[src/rtl/hsv_pkg.sv]
// hsv_pkg
// Shared definitions for the HSV mixer fade scheduler.
//   NUM_CHAN        number of PWM channels driven by the scheduler (R, G, B)
//   CHAN_W          width of the command channel index
//   DEF_WIDTH       default PWM level width, matches the hsv_pwm instances
//   DEF_DIV_W       default width of the per-channel period divider
//   chan_e          channel index encoding, CH_INVALID marks a discarded command
package hsv_pkg;

   localparam int NUM_CHAN  = 3;
   localparam int CHAN_W    = 2;
   localparam int DEF_WIDTH = 8;
   localparam int DEF_DIV_W = 8;

   typedef enum logic [CHAN_W-1:0] {
      CH_R       = 2'd0,
      CH_G       = 2'd1,
      CH_B       = 2'd2,
      CH_INVALID = 2'd3
   } chan_e;

endpackage

[src/rtl/hsv_fade_chan.sv]
// hsv_fade_chan
// One channel of the fade scheduler. Holds the current level, the fade target,
// the step size and the period divider, and moves the level toward the target
// only on PWM period boundaries.
//   clk, reset    clock and synchronous active-high reset
//   boundary      high on the last cycle of a PWM period
//   load          apply a new command to this channel at this boundary
//   load_target   commanded final level
//   load_step     commanded increment per step, 0 jumps straight to the target
//   load_div      commanded number of extra periods between steps
//   level         current PWM level
//   busy          high while level differs from target
module hsv_fade_chan
   import hsv_pkg::*;
#(
   parameter int WIDTH = DEF_WIDTH,
   parameter int DIV_W = DEF_DIV_W
) (
   input  logic             clk,
   input  logic             reset,
   input  logic             boundary,
   input  logic             load,
   input  logic [WIDTH-1:0] load_target,
   input  logic [WIDTH-1:0] load_step,
   input  logic [DIV_W-1:0] load_div,
   output logic [WIDTH-1:0] level,
   output logic             busy
);

   logic [WIDTH-1:0] target;
   logic [WIDTH-1:0] step;
   logic [DIV_W-1:0] div;
   logic [DIV_W-1:0] dcnt;

   logic [WIDTH-1:0] next_level;
   logic [WIDTH-1:0] next_target;
   logic [WIDTH-1:0] next_step;
   logic [DIV_W-1:0] next_div;
   logic [DIV_W-1:0] next_dcnt;

   logic [WIDTH:0]   diff_up;
   logic [WIDTH:0]   diff_dn;
   logic [WIDTH:0]   step_ext;

   // Next-state logic for the channel. Nothing moves outside a boundary.
   // A load replaces the fade parameters and restarts the divider; the level
   // only moves on a load when the step is zero (a direct jump). Otherwise the
   // divider counts down, and once it is exhausted the level takes one step
   // toward the target. The remaining distance is compared against the step in
   // WIDTH+1 bits so the last step lands exactly on the target instead of
   // overshooting or wrapping.
   always_comb begin
      next_level  = level;
      next_target = target;
      next_step   = step;
      next_div    = div;
      next_dcnt   = dcnt;
      diff_up     = {1'b0, target} - {1'b0, level};
      diff_dn     = {1'b0, level} - {1'b0, target};
      step_ext    = {1'b0, step};
      if (boundary) begin
         if (load) begin
            next_target = load_target;
            next_step   = load_step;
            next_div    = load_div;
            next_dcnt   = load_div;
            if (load_step == '0) begin
               next_level = load_target;
            end
         end else if (dcnt != '0) begin
            next_dcnt = dcnt - DIV_W'(1);
         end else if (level != target) begin
            if (target > level) begin
               next_level = (diff_up <= step_ext) ? target : level + step;
            end else begin
               next_level = (diff_dn <= step_ext) ? target : level - step;
            end
            next_dcnt = div;
         end
      end
   end

   // Channel state register. Busy is registered from the next-state values so
   // it changes on the same edge as the level it describes.
   always_ff @(posedge clk) begin
      if (reset) begin
         level  <= '0;
         target <= '0;
         step   <= '0;
         div    <= '0;
         dcnt   <= '0;
         busy   <= 1'b0;
      end else begin
         level  <= next_level;
         target <= next_target;
         step   <= next_step;
         div    <= next_div;
         dcnt   <= next_dcnt;
         busy   <= (next_level != next_target);
      end
   end

endmodule

[src/rtl/hsv_fade_ctrl.sv]
// hsv_fade_ctrl
// Level scheduler for the R, G and B hsv_pwm channels. Accepts fade commands
// over a valid/ready interface into a single pending slot, and hands them to
// the addressed channel at the next PWM period boundary so that level changes
// never land mid-period.
//   clk, reset      clock and synchronous active-high reset, shared with hsv_pwm
//   cmd_valid       command offered
//   cmd_ready       pending slot free (low during reset)
//   cmd_chan        target channel, 0=R 1=G 2=B 3=invalid (discarded)
//   cmd_target      final level
//   cmd_step        level increment per step, 0 jumps directly
//   cmd_div         extra PWM periods between steps
//   level           {B,G,R} levels for the hsv_pwm instances
//   busy            per channel, high while level != target
//   period_start    one-cycle pulse on the first cycle of each PWM period
module hsv_fade_ctrl
   import hsv_pkg::*;
#(
   parameter int WIDTH = DEF_WIDTH,
   parameter int DIV_W = DEF_DIV_W
) (
   input  logic                      clk,
   input  logic                      reset,
   input  logic                      cmd_valid,
   output logic                      cmd_ready,
   input  logic [CHAN_W-1:0]         cmd_chan,
   input  logic [WIDTH-1:0]          cmd_target,
   input  logic [WIDTH-1:0]          cmd_step,
   input  logic [DIV_W-1:0]          cmd_div,
   output logic [NUM_CHAN*WIDTH-1:0] level,
   output logic [NUM_CHAN-1:0]       busy,
   output logic                      period_start
);

   logic [WIDTH-1:0] cnt;
   logic             boundary;
   logic             accept;

   logic             pending;
   chan_e            pend_chan;
   logic [WIDTH-1:0] pend_target;
   logic [WIDTH-1:0] pend_step;
   logic [DIV_W-1:0] pend_div;

   // The boundary is the last cycle of a period; channel updates registered on
   // its edge become visible when the counter wraps to zero, matching the
   // hsv_pwm counters that run in lockstep with this one.
   assign boundary  = (cnt == '1);
   assign cmd_ready = !pending && !reset;
   assign accept    = cmd_valid && cmd_ready;

   // Period counter, period_start pulse and the pending command slot. A
   // command is only ever stored on the edge it is accepted; the slot is only
   // drained at a boundary. Because acceptance requires an empty slot, the two
   // never happen on the same edge, which is what pushes a command accepted on
   // a boundary cycle out by one full period.
   always_ff @(posedge clk) begin
      if (reset) begin
         cnt          <= '0;
         period_start <= 1'b0;
         pending      <= 1'b0;
         pend_chan    <= CH_R;
         pend_target  <= '0;
         pend_step    <= '0;
         pend_div     <= '0;
      end else begin
         cnt          <= cnt + WIDTH'(1);
         period_start <= boundary;
         if (boundary && pending) begin
            pending <= 1'b0;
         end
         if (accept) begin
            pending     <= 1'b1;
            pend_chan   <= chan_e'(cmd_chan);
            pend_target <= cmd_target;
            pend_step   <= cmd_step;
            pend_div    <= cmd_div;
         end
      end
   end

   // One fade channel per PWM output. A channel is loaded only when the slot
   // holds a command addressed to it; CH_INVALID matches no channel, so such a
   // command simply drains from the slot.
   for (genvar i = 0; i < NUM_CHAN; i++) begin : g_chan
      logic load;

      assign load = boundary && pending && (pend_chan != CH_INVALID) &&
                    (pend_chan == chan_e'(i));

      hsv_fade_chan #(
         .WIDTH (WIDTH),
         .DIV_W (DIV_W)
      ) u_chan (
         .clk         (clk),
         .reset       (reset),
         .boundary    (boundary),
         .load        (load),
         .load_target (pend_target),
         .load_step   (pend_step),
         .load_div    (pend_div),
         .level       (level[i*WIDTH +: WIDTH]),
         .busy        (busy[i])
      );
   end

endmodule

[config.mk]
export PLATFORM = sky130hd
export DESIGN_NAME = hsv_fade_ctrl
export DESIGN_NICKNAME = d
export VERILOG_FILES = /design/src/rtl/hsv_pkg.sv /design/src/rtl/hsv_fade_chan.sv /design/src/rtl/hsv_fade_ctrl.sv
export SDC_FILE = /design/constraint.sdc
export NUM_CORES = 1
export LEC_CHECK = 0
export BUFFER_PORTS_ARGS = -buffer_cell sky130_fd_sc_hd__buf_4
export CORE_ASPECT_RATIO = 2
export CORE_MARGIN = 2
export CORE_UTILIZATION = 55
export CTS_BUF_LIST = sky130_fd_sc_hd__clkbuf_4 sky130_fd_sc_hd__clkbuf_8
export CTS_CLUSTER_DIAMETER = 80
export DETAILED_ROUTE_END_ITERATION = 10
export PLACE_DENSITY_LB_ADDON = 0.3
export SYNTH_ARGS = -nofsm -noshare
export SYNTH_HDL_FRONTEND = slang
export SYNTH_SLANG_ARGS = --single-unit
[constraint.sdc]
create_clock -name clk -period 11.8 [get_ports clk]
set_clock_uncertainty 0.15 [all_clocks]
set_input_delay 2.36 -clock clk [delete_from_list [all_inputs] [get_ports clk]]
set_output_delay 2.36 -clock clk [all_outputs]
set_load 0.02 [all_outputs]
======== Yosys cells after proc, flatten, opt, wreduce, memory -nomap -nowiden ========
Cells that the tools add are included.
Widths: inputs -> output; s select.
cells by class
  order comparisons ....................... 9
  equality and inequality tests ........... 10
  reductions and logical operators ........ 24
  add/subtract/negate cells ............... 16
  muxes and demuxes ....................... 41
operators by type and width
  cell                 count
  $mux 8               39
  $le 9x8->1           6
  $sub 8x8->9          6
  $ne 8x8->1           6
  $add 8x8->8          3
  $gt 8x8->1           3
  $reduce_bool 8->1    3
  $sub 8x1->8 const B  3
  $sub 8x8->8          3
  $reduce_and 2->1     6
  $reduce_bool 3->1    3
  $add 8x1->8 const B  1
  $eq 8x8->1 const B   1
  $logic_not 8->1      1
  $logic_and 1x1->1    7
  $eq 2x1->1 const B   1
  $eq 2x2->1 const B   1
  $logic_not 1->1      2
  $logic_not 2->1      1
  $mux 1               2
  $ne 2x2->1 const B   1
  $reduce_bool 2->1    1
word-level totals
  output and inout bits ................... 29
  register bits ........................... 159

======== Logic depth before layout (Yosys ltp) ========
  depth in word-level cells ............... 9
  gate-level depth with buffers ........... 21
  mapped depth without buffers ............ 21

======== By module ========
From an unflattened synthesis, not the netlist that was laid out.
unflattened totals
  cells, all modules ...................... 1864
  area total of the unflattened synthesis .. 14261.2 um2
modules (own cells, without submodules)
  module                             times used  area each (um2)  cells each  sequential area each (um2)
  hsv_fade_chan at g_chan[1].u_chan  1           4424.2           592         820.8
  hsv_fade_chan at g_chan[2].u_chan  1           4305.4           558         820.8
  hsv_fade_chan at g_chan[0].u_chan  1           4137.7           556         820.8
  hsv_fade_ctrl                      1           1393.8           158         720.7

======== Worst setup path before layout ========
No wires, ideal clock.
  path kind ............................... in2out
  start point ............................. in reset
  end point ............................... out cmd_ready
  arrival time ............................ 2.799 ns
  path slack .............................. 6.491 ns
  stages .................................. 2
  path through ............................ clkbuf_1 > nor2_1
on the way
  cells in the longest elaborated chain, start to end .. 2
ends and longest elaborated chain
  item               line                 source
  from (decl)        hsv_fade_ctrl.sv:23  input logic reset,
  $logic_not 1->1    hsv_fade_ctrl.sv:49  assign cmd_ready = !pending && !reset;
  $logic_and 1x1->1  hsv_fade_ctrl.sv:49
  to (decl)          hsv_fade_ctrl.sv:25  output logic cmd_ready,
No other way between the ends.

======== Worst setup path after layout ========
Ends and elaborated chain as after synthesis.

==> run_summary.xml <==
<?xml version="1.0" encoding="UTF-8"?>
<metrics>
  <group name="outcome">
    <metric name="outcome" unit="">finished clean</metric>
  </group>
  <group name="die">
    <metric name="die-area" unit="um2">25800</metric>
    <metric name="die_h" unit="um">225</metric>
    <metric name="num_rows" unit="">81</metric>
    <metric name="design.portCount" unit="">58</metric>
    <metric name="core-area" unit="um2">24200</metric>
    <metric name="start_util" unit="">0.555</metric>
    <metric name="die_w" unit="um">115</metric>
  </group>
  <group name="detailed_routing">
    <metric name="firstDrtPassIters" unit="">5</metric>
    <metric name="drc" unit="">0</metric>
    <metric name="routed-via-count" unit="">12900</metric>
    <metric name="drtIter0Drc" unit="">1190</metric>
    <metric name="avg_vias_per_cell" unit="">6.27</metric>
    <metric name="wl" unit="um">39500</metric>
    <metric name="ant_nets" unit="">0</metric>
    <metric name="routed_wire_length_per_instance" unit="um">19.2</metric>
  </group>
  <group name="yosys">
    <metric name="synth_edf_count" unit="">0</metric>
    <metric name="yosysTopAreaCellShare" unit="">0.237</metric>
    <metric name="synth.largest_area_cell" unit="">sky130_fd_sc_hd__dfxtp_1</metric>
    <metric name="yosys_warnings" unit="">0</metric>
    <metric name="ys_async_sr_fraction" unit="">0</metric>
    <metric name="post_synth_instance_area" unit="um2">13400</metric>
    <metric name="post_synth_inst_count" unit="">1759</metric>
    <metric name="ys_seq_area_frac" unit="">0.237</metric>
    <metric name="synth_area_per_cell" unit="um2">7.64</metric>
    <metric name="dominantRegCellSynth" unit="">sky130_fd_sc_hd__dfxtp_1</metric>
    <metric name="synth.area.top_cells" unit="">sky130_fd_sc_hd__dfxtp_1, sky130_fd_sc_hd__ha_1, sky130_fd_sc_hd__nand2_1</metric>
    <metric name="synth_seq_cells" unit="">159</metric>
    <metric name="netlist-cell-type-count" unit="">92</metric>
    <metric name="net_count_synth" unit="">1939</metric>
  </group>
  <group name="min_path">
    <metric name="min_delay_worst_endpoint" unit="">g_chan[2].u_chan.div[4]</metric>
    <metric name="timing.hold.worst.class" unit="">reg -&gt; reg</metric>
    <metric name="whs_path_depth" unit="">2</metric>
    <metric name="hp-start" unit="">g_chan[2].u_chan.div[4]</metric>
  </group>
  <group name="setup_path">
    <metric name="timing.critical_path.from_type" unit="">input port</metric>
    <metric name="reg2reg_slack" unit="ns">6.65</metric>
    <metric name="buffers_inverters_on_critical_path" unit="">2</metric>
    <metric name="timing.rr.end" unit="">g_chan[1].u_chan.busy</metric>
    <metric name="critPathKind" unit="">in -&gt; out</metric>
    <metric name="path_common_cell" unit="">sky130_fd_sc_hd__buf_4</metric>
    <metric name="largest_fanout_on_the_critical_path" unit="">49</metric>
    <metric name="worst_path_dominant_cell_family" unit="">buffers and inverters</metric>
    <metric name="critPathRequiredTime" unit="ns">9.29</metric>
    <metric name="critPathSlowestCell" unit="">sky130_fd_sc_hd__buf_4</metric>
    <metric name="ff_to_ff_path_depth" unit="">20</metric>
    <metric name="crit_chain" unit="">buf_4 -&gt; nor2_1 -&gt; buf_4</metric>
    <metric name="arrival" unit="ns">3.06</metric>
    <metric name="worst_setup_path_end_kind" unit="">primary output</metric>
    <metric name="worstReg2RegStart" unit="">g_chan[1].u_chan.level[1]</metric>
    <metric name="crit_path_max_incr_delay" unit="ns">0.41</metric>
  </group>
  <group name="clock_network">
    <metric name="post_cts_hold_buffer_count" unit="">0</metric>
    <metric name="worst_skew_pair.late_latency" unit="ns">0.47</metric>
    <metric name="htree_num_levels" unit="">4</metric>
    <metric name="cts_inserted_buffers" unit="">17</metric>
    <metric name="worst_setup_hold_path_clk_slew" unit="ns">0.09</metric>
    <metric name="postCtsResizedCells" unit="">0</metric>
    <metric name="cts_setup_buffers" unit="">0</metric>
    <metric name="clock_path_buffers" unit="">2</metric>
    <metric name="cts_tree" unit="">built</metric>
    <metric name="root_buffer" unit="">sky130_fd_sc_hd__clkbuf_8</metric>
    <metric name="clock_sink_count" unit="">159</metric>
  </group>
  <group name="final_layout">
    <metric name="fillerInstances" unit="">2322</metric>
    <metric name="multi_input_combinational_cell_area" unit="um2">9390</metric>
    <metric name="post_route_cells_drive_above_1_share" unit="">0.0839</metric>
    <metric name="antennaDiodeCount" unit="">0</metric>
    <metric name="ff_latch_area" unit="um2">3180</metric>
    <metric name="layout.nets" unit="">1931</metric>
    <metric name="areaGrowthSynthToFinish" unit="%">6.25</metric>
  </group>
  <group name="timing">
    <metric name="timing.final.crit_period" unit="ns">5.57</metric>
    <metric name="holdWs" unit="ns">0.308</metric>
    <metric name="max_slew.worst_pin.slew" unit="ns">1.22</metric>
    <metric name="totalNegativeSetupSlack" unit="ns">0</metric>
    <metric name="setup_repair_after_global_routing_missed_its_margin" unit="">no</metric>
    <metric name="max_freq" unit="MHz">180</metric>
    <metric name="min_period_over_period" unit="">0.472</metric>
    <metric name="maxSlewHeadroom" unit="">0.186</metric>
    <metric name="setup_viol_count_final" unit="">0</metric>
    <metric name="final_hold_viol_count" unit="">0</metric>
    <metric name="finalMaxSlewViolations" unit="">0</metric>
  </group>
  <group name="place">
    <metric name="portBuffers" unit="">57</metric>
    <metric name="place_congestion" unit="">0.998</metric>
    <metric name="detailedPlacementHpwl" unit="um">29700</metric>
  </group>
  <group name="grt">
    <metric name="first_global_vias" unit="">12000</metric>
    <metric name="grt_first_pass_wirelength" unit="um">62800</metric>
    <metric name="grt_max_degree" unit="">113</metric>
    <metric name="overall_global_routing_resource_usage" unit="">0.306</metric>
    <metric name="global_route.overflow_total" unit="">0</metric>
    <metric name="grt_antenna_before_repair" unit="">0</metric>
  </group>
  <group name="pwr">
    <metric name="vdd_drop_max" unit="mV">0.0882</metric>
    <metric name="power_leakage" unit="nW">5.51</metric>
    <metric name="cellPowerDensity" unit="nW/um2">71.3</metric>
  </group>
  <group name="job">
    <metric name="maxCapViolCount" unit="">0</metric>
  </group>
</metrics>
[through the flow]
stage / power, mW / util / instances / area, um2 / setup WS, ns
6_report: 1.02 / 0.589 / 2054 / 14300 / 6.23
5_1_grt: 1.05 / 0.589 / 2054 / 14300 / 6.16
4_1_cts: 1.02 / 0.589 / 2054 / 14300 / 6.23
3_5_place_dp: 0.620 / 0.573 / 2022 / 13900 / 6.23
3_3_place_gp: 0.619 / 0.573 / 2022 / 13900 / 6.24
2_1_floorplan: 0.594 / - / 1759 / 13400 / 6.49
[kinds of logic after synthesis]
kind of cell / share of synthesized area
flip-flops: 0.237
AND/OR/NAND/NOR: 0.214
AO/OA/AOI/OAI: 0.268
buffers and inverters: 0.0650
multiplexers: 0.0245
adder cells (fa/ha/maj): 0.147
XOR/XNOR: 0.0450
[synthesized netlist by cell type, types with 12 or more instances]
master and number:
sky130_fd_sc_hd__a211oi_1 19, sky130_fd_sc_hd__a21o_1 31, sky130_fd_sc_hd__a21oi_1 159, sky130_fd_sc_hd__a22oi_1 19, sky130_fd_sc_hd__a311oi_1 16, sky130_fd_sc_hd__a31oi_1 22, sky130_fd_sc_hd__buf_2 15, sky130_fd_sc_hd__clkbuf_1 62
sky130_fd_sc_hd__dfxtp_1 159, sky130_fd_sc_hd__fa_1 12, sky130_fd_sc_hd__ha_1 139, sky130_fd_sc_hd__inv_1 119, sky130_fd_sc_hd__mux2i_1 28, sky130_fd_sc_hd__nand2_1 241, sky130_fd_sc_hd__nand2b_1 47, sky130_fd_sc_hd__nand3_1 27
sky130_fd_sc_hd__nand4_1 20, sky130_fd_sc_hd__nor2_1 129, sky130_fd_sc_hd__nor2b_1 17, sky130_fd_sc_hd__nor3_1 36, sky130_fd_sc_hd__o211ai_1 31, sky130_fd_sc_hd__o21a_1 18, sky130_fd_sc_hd__o21ai_0 91, sky130_fd_sc_hd__o22ai_1 12
sky130_fd_sc_hd__or3_1 13, sky130_fd_sc_hd__xnor2_1 40, sky130_fd_sc_hd__xor2_1 29
[worst max path at each step]
stage / startpoint / slack (ns) / to / cells after the start
floorplan: reset / 6.49 / cmd_ready / 2
global placement: reset / 6.24 / cmd_ready / 3
detailed placement: reset / 6.23 / cmd_ready / 3
CTS: reset / 6.23 / cmd_ready / 3
global route: reset / 6.16 / cmd_ready / 3
finish: reset / 6.23 / cmd_ready / 3
[layout by cell type, fill, tap and decap left out, types with 17 or more instances in the layout]
master and count:
sky130_fd_sc_hd__dfxtp_1 159, sky130_fd_sc_hd__xor2_1 29, sky130_fd_sc_hd__nor3_1 36, sky130_fd_sc_hd__ha_1 139, sky130_fd_sc_hd__o211ai_1 31, sky130_fd_sc_hd__a21oi_1 159, sky130_fd_sc_hd__a22oi_1 19, sky130_fd_sc_hd__o21a_1 18
sky130_fd_sc_hd__xnor2_1 40, sky130_fd_sc_hd__a31oi_1 22, sky130_fd_sc_hd__clkbuf_8 19, sky130_fd_sc_hd__nor2_1 129, sky130_fd_sc_hd__buf_4 67, sky130_fd_sc_hd__o21ai_0 91, sky130_fd_sc_hd__nand4_1 20, sky130_fd_sc_hd__a211oi_1 19
sky130_fd_sc_hd__nand2_1 241, sky130_fd_sc_hd__nand3_1 27, sky130_fd_sc_hd__a21o_1 31, sky130_fd_sc_hd__mux2i_1 28, sky130_fd_sc_hd__nor2b_1 17, sky130_fd_sc_hd__inv_1 119, sky130_fd_sc_hd__nand2b_1 47
[where the power goes]
part	total [mW]	switching [mW]	internal, mW
combinational	0.0454	0.0288	0.0166
sequential	0.563	0.0198	0.543
clock	0.410	0.224	0.186
total	1.02	0.272	0.746
[sequential cells by signal, summed over array words and instances, names as in the netlist]
signal and cells:
cnt 8, pend_div 8, pending 1, pend_target 8
g_chan.u_chan.busy 3, g_chan.u_chan.level 24, g_chan.u_chan.target 24, period_start 1
g_chan.u_chan.step 24, pend_step 8, g_chan.u_chan.dcnt 24, pend_chan 2
g_chan.u_chan.div 24
[per-layer routing]
metal  GRT usage  vias to the layer above  wire length (um)
li1            -                     6311                 -
met1       0.403                     5924             16600
met2       0.495                      517             18500
met3      0.0393                      129              2640
met4       0.140                        0              1780
met5           0                        -                 0
[worst reg2reg max path: stages (launching register included)]
cell and delay, ns:
sky130_fd_sc_hd__dfxtp_1 0.67, sky130_fd_sc_hd__inv_1 0.22, sky130_fd_sc_hd__ha_1 0.38, sky130_fd_sc_hd__nor2b_1 0.15, sky130_fd_sc_hd__o31a_1 0.29, sky130_fd_sc_hd__o21ai_0 0.18
sky130_fd_sc_hd__nand2_1 0.12, sky130_fd_sc_hd__a21o_1 0.19, sky130_fd_sc_hd__a21oi_1 0.19, sky130_fd_sc_hd__xnor2_1 0.10, sky130_fd_sc_hd__ha_1 0.30, sky130_fd_sc_hd__nand2_1 0.06
sky130_fd_sc_hd__o21ai_0 0.21, sky130_fd_sc_hd__o211ai_1 0.24, sky130_fd_sc_hd__a211oi_1 0.46, sky130_fd_sc_hd__o21ai_0 0.17, sky130_fd_sc_hd__and3b_1 0.25, sky130_fd_sc_hd__a221o_1 0.33
sky130_fd_sc_hd__xor2_1 0.16, sky130_fd_sc_hd__a21oi_2 0.11, sky130_fd_sc_hd__a31oi_1 0.10
[area by class of cell]
class,count,share of cell area
clock buffer,20,0.0188
clock inverter,12,0.00876
inverter,119,0.0313
multi-input combinational,1387,0.658
sequential,159,0.223
tap,290,0.0254
timing repair buffer,67,0.0352
(Power assumes the default switching activity.)
